`config.mk`:
```
export PLATFORM = sky130hd
export DESIGN_NAME = instr_encoder
export DESIGN_NICKNAME = d
export VERILOG_FILES = /design/src/rtl/riscv_pkg.sv /design/src/rtl/instr_pack.sv /design/src/rtl/instr_encoder.sv
export SDC_FILE = /design/constraint.sdc
export NUM_CORES = 1
export LEC_CHECK = 0
export ABC_AREA = 1
export CORE_ASPECT_RATIO = 0.75
export CORE_UTILIZATION = 34
export CTS_CLUSTER_SIZE = 8
export DETAILED_ROUTE_END_ITERATION = 10
export PLACE_DENSITY = 0.63
export SYNTH_ARGS = -nofsm -noshare
export SYNTH_HDL_FRONTEND = slang
export SYNTH_SLANG_ARGS = --single-unit
```
`constraint.sdc`:
```
create_clock -name clk -period 5.3 [get_ports clk]
set_input_delay 1.59 -clock clk [delete_from_list [all_inputs] [get_ports clk]]
set_output_delay 1.59 -clock clk [all_outputs]
set_load 0.05 [all_outputs]
```
`src/rtl/riscv_pkg.sv`:
```
// Shared RV32I encoding constants and the op-select enumeration.
// Used by both the encoder and the decode side.
package riscv_pkg;

    typedef enum logic [3:0] {
        OP_ADD  = 4'd0,
        OP_SUB  = 4'd1,
        OP_SLL  = 4'd2,
        OP_AND  = 4'd3,
        OP_OR   = 4'd4,
        OP_SLT  = 4'd5,
        OP_ADDI = 4'd6,
        OP_ANDI = 4'd7,
        OP_ORI  = 4'd8,
        OP_SLTI = 4'd9,
        OP_LW   = 4'd10,
        OP_SW   = 4'd11,
        OP_BEQ  = 4'd12,
        OP_JAL  = 4'd13,
        OP_LUI  = 4'd14,
        OP_ILL  = 4'd15
    } op_e;

    localparam logic [6:0] OPC_OP     = 7'b0110011;
    localparam logic [6:0] OPC_OPIMM  = 7'b0010011;
    localparam logic [6:0] OPC_LOAD   = 7'b0000011;
    localparam logic [6:0] OPC_STORE  = 7'b0100011;
    localparam logic [6:0] OPC_BRANCH = 7'b1100011;
    localparam logic [6:0] OPC_JAL    = 7'b1101111;
    localparam logic [6:0] OPC_LUI    = 7'b0110111;

    localparam logic [2:0] F3_ADD = 3'b000;
    localparam logic [2:0] F3_SLL = 3'b001;
    localparam logic [2:0] F3_SLT = 3'b010;
    localparam logic [2:0] F3_OR  = 3'b110;
    localparam logic [2:0] F3_AND = 3'b111;
    localparam logic [2:0] F3_LW  = 3'b010;
    localparam logic [2:0] F3_SW  = 3'b010;
    localparam logic [2:0] F3_BEQ = 3'b000;

    localparam logic [6:0] F7_BASE = 7'b0000000;
    localparam logic [6:0] F7_SUB  = 7'b0100000;

    // True when v is a sign-extension of its bits [msb:0].
    function automatic logic sext_fits(input logic [31:0] v, input logic [4:0] msb);
        logic [31:0] hi;
        hi = v >> msb;
        return (hi == 32'd0) || (hi == (32'hFFFF_FFFF >> msb));
    endfunction

endpackage

```
`src/rtl/instr_pack.sv`:
```
// Combinational RV32I field packer with immediate legality check.
// Produces a zero word whenever the request is illegal.
module instr_pack
    import riscv_pkg::*;
(
    input  logic [3:0]  op,
    input  logic [4:0]  rd,
    input  logic [4:0]  rs1,
    input  logic [4:0]  rs2,
    input  logic [31:0] imm,
    output logic [31:0] word,
    output logic        illegal
);

    op_e  op_s;
    logic fit12;
    logic fit13;
    logic fit21;

    assign op_s  = op_e'(op);
    assign fit12 = sext_fits(imm, 5'd11);
    assign fit13 = sext_fits(imm, 5'd12);
    assign fit21 = sext_fits(imm, 5'd20);

    always_comb begin
        word    = 32'd0;
        illegal = 1'b0;
        unique case (op_s)
            OP_ADD:
                word = {F7_BASE, rs2, rs1, F3_ADD, rd, OPC_OP};
            OP_SUB:
                word = {F7_SUB, rs2, rs1, F3_ADD, rd, OPC_OP};
            OP_SLL:
                word = {F7_BASE, rs2, rs1, F3_SLL, rd, OPC_OP};
            OP_AND:
                word = {F7_BASE, rs2, rs1, F3_AND, rd, OPC_OP};
            OP_OR:
                word = {F7_BASE, rs2, rs1, F3_OR, rd, OPC_OP};
            OP_SLT:
                word = {F7_BASE, rs2, rs1, F3_SLT, rd, OPC_OP};
            OP_ADDI: begin
                illegal = !fit12;
                word    = {imm[11:0], rs1, F3_ADD, rd, OPC_OPIMM};
            end
            OP_ANDI: begin
                illegal = !fit12;
                word    = {imm[11:0], rs1, F3_AND, rd, OPC_OPIMM};
            end
            OP_ORI: begin
                illegal = !fit12;
                word    = {imm[11:0], rs1, F3_OR, rd, OPC_OPIMM};
            end
            OP_SLTI: begin
                illegal = !fit12;
                word    = {imm[11:0], rs1, F3_SLT, rd, OPC_OPIMM};
            end
            OP_LW: begin
                illegal = !fit12;
                word    = {imm[11:0], rs1, F3_LW, rd, OPC_LOAD};
            end
            OP_SW: begin
                illegal = !fit12;
                word    = {imm[11:5], rs2, rs1, F3_SW, imm[4:0], OPC_STORE};
            end
            OP_BEQ: begin
                illegal = !fit13 || imm[0];
                word    = {imm[12], imm[10:5], rs2, rs1, F3_BEQ,
                           imm[4:1], imm[11], OPC_BRANCH};
            end
            OP_JAL: begin
                illegal = !fit21 || imm[0];
                word    = {imm[20], imm[10:1], imm[11], imm[19:12],
                           rd, OPC_JAL};
            end
            OP_LUI: begin
                illegal = (imm[31:20] != 12'd0);
                word    = {imm[19:0], rd, OPC_LUI};
            end
            OP_ILL:
                illegal = 1'b1;
            default:
                illegal = 1'b1;
        endcase
        if (illegal) begin
            word = 32'd0;
        end
    end

endmodule

```
`src/rtl/instr_encoder.sv`:
```
// Instruction encoder: one-entry output register feeding an instruction-memory
// writer, with a byte-address counter and a saturating reject counter.
module instr_encoder
    import riscv_pkg::*;
#(
    parameter int ADDR_W = 8
) (
    input  logic              clk,
    input  logic              reset,
    input  logic              clr,
    input  logic              in_valid,
    output logic              in_ready,
    input  logic [3:0]        in_op,
    input  logic [4:0]        in_rd,
    input  logic [4:0]        in_rs1,
    input  logic [4:0]        in_rs2,
    input  logic [31:0]       in_imm,
    output logic              out_valid,
    input  logic              out_ready,
    output logic [ADDR_W-1:0] out_addr,
    output logic [31:0]       out_data,
    output logic              err,
    output logic [7:0]        err_count
);

    localparam logic [ADDR_W-1:0] ADDR_STEP = ADDR_W'(4);

    logic              out_valid_q, out_valid_d;
    logic [31:0]       out_data_q, out_data_d;
    logic [ADDR_W-1:0] out_addr_q, out_addr_d;
    logic [ADDR_W-1:0] cnt_q, cnt_d;
    logic              err_q, err_d;
    logic [7:0]        err_cnt_q, err_cnt_d;

    logic [31:0] pack_word;
    logic        pack_ill;
    logic        accept;
    logic        fire;

    instr_pack u_pack (
        .op      (in_op),
        .rd      (in_rd),
        .rs1     (in_rs1),
        .rs2     (in_rs2),
        .imm     (in_imm),
        .word    (pack_word),
        .illegal (pack_ill)
    );

    // Soft clear and reset both block acceptance for the cycle.
    assign in_ready = !reset && !clr && (!out_valid_q || out_ready);
    assign accept   = in_valid && in_ready;
    assign fire     = out_valid_q && out_ready;

    always_comb begin
        out_valid_d = out_valid_q;
        out_data_d  = out_data_q;
        out_addr_d  = out_addr_q;
        cnt_d       = cnt_q;
        err_d       = 1'b0;
        err_cnt_d   = err_cnt_q;
        if (clr) begin
            out_valid_d = 1'b0;
            out_data_d  = 32'd0;
            out_addr_d  = '0;
            cnt_d       = '0;
            err_cnt_d   = 8'd0;
        end else begin
            if (fire) begin
                cnt_d       = cnt_q + ADDR_STEP;
                out_valid_d = 1'b0;
            end
            if (accept && !pack_ill) begin
                out_valid_d = 1'b1;
                out_data_d  = pack_word;
                out_addr_d  = cnt_d;
            end
            if (accept && pack_ill) begin
                err_d = 1'b1;
                if (err_cnt_q != 8'hFF) begin
                    err_cnt_d = err_cnt_q + 8'd1;
                end
            end
        end
    end

    always_ff @(posedge clk) begin
        if (reset) begin
            out_valid_q <= 1'b0;
            out_data_q  <= 32'd0;
            out_addr_q  <= '0;
            cnt_q       <= '0;
            err_q       <= 1'b0;
            err_cnt_q   <= 8'd0;
        end else begin
            out_valid_q <= out_valid_d;
            out_data_q  <= out_data_d;
            out_addr_q  <= out_addr_d;
            cnt_q       <= cnt_d;
            err_q       <= err_d;
            err_cnt_q   <= err_cnt_d;
        end
    end

    assign out_valid = out_valid_q;
    assign out_data  = out_data_q;
    assign out_addr  = out_addr_q;
    assign err       = err_q;
    assign err_count = err_cnt_q;

endmodule
```
==> run summary <==
Die area: 0.00885 mm²
Worst-Margin Slew: 0.567 ns
Peak Freq: 228 MHz
Synthesized flop and latch total: 53
NumNets Final: 597
Yosys warning total: 0
Required @ worst endpoint: 3.71 ns
Final setup margin: 0.912 ns
Sequential share of power: 45.6%
CTS-repair resized insts: 0
I/O Buffers: 104
Core Box Area: 0.00806 mm²
Routed len/inst: 13.8 µm
Startpoint types: primary input
Global Route Usage Sum: 21.5%
Seq/Total Area, Yosys: 36.8%
Pwr per Cell Area: 214 mW/mm²
Main synth FF type: dfxtp_1
Power share of the combinational group: 17.5%
CP max FO: 7
Initial DRC Count: 160
DRC violations left: 0
Largest net degree at the start of global routing: 47
Number of synthesized flops with an enable pin: 0
Antenna diodes: 0
Internal power: 0.000641 W
Area leader, netlist: dfxtp_1
Synth-to-Final Area Change: 43.0%
Die Ht: 81.7 µm
Post-DR vias/cell: 4.82
Most frequent cell after synthesis: nand2_1
Die X: 108 µm
Switching share of power: 27.4%
Slew margin rel.: 62.2%
DPL Wire Length: 7020 µm
LEAKAGE: 1.55 nW
Initial antenna violation count: 0
Post-CTS Setup Bufs: 0
Clk_skew: 0.00942 ns
Clock share of power: 36.9%
Final setup viols: 0
Max-cap violation count: 0
Data arrival, critical path: 2.80 ns
Synthesized cell area: 0.00288 mm²
Worst hold slack: 0.463 ns
HP Class: register to register
Post-DRT Antenna Nets: 0
Fin. max-slew vios: 0
RSZ-0062 raised after global routing: false
Drt pass-1 iters: 4
Commonest cells post-synth: nand2_1, dfxtp_1, nor2_1
WL final: 8930 µm
TritonCTS buffer count: 5
Outcome: completed
Setup TNS Final: 0 ns
Synth unique cells: 35
Post-CTS Hold Buffers: 0
Clock Latency Late Sink: 0.29 ns
Initial Util: 35.7%
Async set-reset flop share out of synthesis: 0%
Clk sinks: 53
Share of layout cells above drive strength 1: 5.19%
Fill count: 848
Clk buf depth: 2
Syn Inst Count: 441
H-tree Lvls: 2
Pre-CTS setup slack: 0.906 ns
Fin util: 51.1%
Placer congestion estimate: 0.943
Sw Pwr: 0.000242 W
Vias in the first global route: 3022
Critical path type: primary input to output port
Mean post-synth cell area: 6.53 µm²
Ports: 107
DR vias: 3109
First-pass GRT wire length: 14800 µm
Synth top area cells: dfxtp_1, nand2_1, a21oi_1, nor2_1, inv_1
Worst setup EP type: output port
Tmin final: 4.39 ns
Max IR drop VDD: 0.123 mV
Fin crit share: 82.8%
Core Rows: 28
CTS root buf: clkbuf_16
Worst-path clk slew: 0.06 ns
TritonCTS clock tree: built
PnR Total Power: 0.000883 W
Final hold violations: 0
Yosys top cell area share: 36.8%
Global route overflow: 0
## area by class of cell
| class | count | area, µm² | share of cell area (%) |
|---|---|---|---|
| Multi-Input combinational cell | 322 | 1520 | 36.8 |
| Sequential cell | 53 | 1060 | 25.8 |
| Inverter | 50 | 188 | 4.56 |
| Clock inverter | 3 | 22.5 | 0.547 |
| Timing Repair Buffer | 107 | 1070 | 26.1 |
| Tap cell | 105 | 131 | 3.19 |
| Clock buffer | 5 | 125 | 3.04 |
## cells by family (layout without fill, tap and decap cells)
logic type,after synthesis,count (layout),share of synthesized area [%]
other cells,1,2,0.130
compound gates,77,77,15.0
buf+inv,67,165,10.6
xor+xnor,10,10,3.04
flops,53,53,36.8
fa+ha+maj,2,2,0.869
simple gates,231,231,33.5
## cell usage in the layout (no fill, tap or decap), drive strengths merged, types with 4 or more instances in the layout
cell type      netlist  layout
dfxtp               53      53
xor2                 6       6
nor2                47      47
clkdlybuf4s50        0     103
nand3               23      23
nand4               12      12
o22ai                6       6
o21ai               14      14
clkbuf               5       5
o211ai               6       6
inv                 50      50
xnor2                4       4
nand2              143     143
buf                 12       4
a21oi               45      45
## power groups by stage
stage / combinational [W] / sequential, W / clock (W)
after global routing: 0.000169 / 0.000403 / 0.000351
after CTS: 0.000154 / 0.000403 / 0.000335
after floorplan: 0.0000702 / 0.000422 / 0
final: 0.000155 / 0.000403 / 0.000325
after detailed placement: 0.000154 / 0.000412 / 0
after global placement: 0.000154 / 0.000412 / 0
## per-stage QoR
step | cells | area [µm²]
after floorplan | 442 | 2880
after global placement | 637 | 3970
after detailed placement | 637 | 3970
after CTS | 645 | 4120
after global routing | 645 | 4120
final | 645 | 4120
## sequential cells by signal (all words and copies together), names as in the netlist
register / flops
out_addr: 6
out_data: 31
err_count: 8
out_valid: 1
err: 1
cnt_q: 6
## critical path: stages
cell,delay [ns]
clkdlybuf4s50_1,0.41
nor2_2,0.24
inv_1,0.10
a21oi_1,0.28
buf_12,0.18
## worst paths after layout
kind           startpoint            to  slack [ns]  cells past startpoint
min reg2reg  out_data[30]  out_data[30]        0.46                      2
max                   clr      in_ready        0.91                      5
max reg2reg     out_valid  out_data[29]        3.40                      7
min          out_data[30]  out_data[30]        0.46                      2
## metal layers
| metal | up-vias | part of all wire [%] | track usage, % |
|---|---|---|---|
| li1 | 1620 | - | - |
| met4 | 0 | 0.65 | 4.32 |
| met2 | 89 | 43 | 33.6 |
| met3 | 6 | 7.1 | 6.35 |
| met5 | - | 0 | 0 |
| met1 | 1394 | 49 | 29.5 |
(Power assumes the default switching activity.)
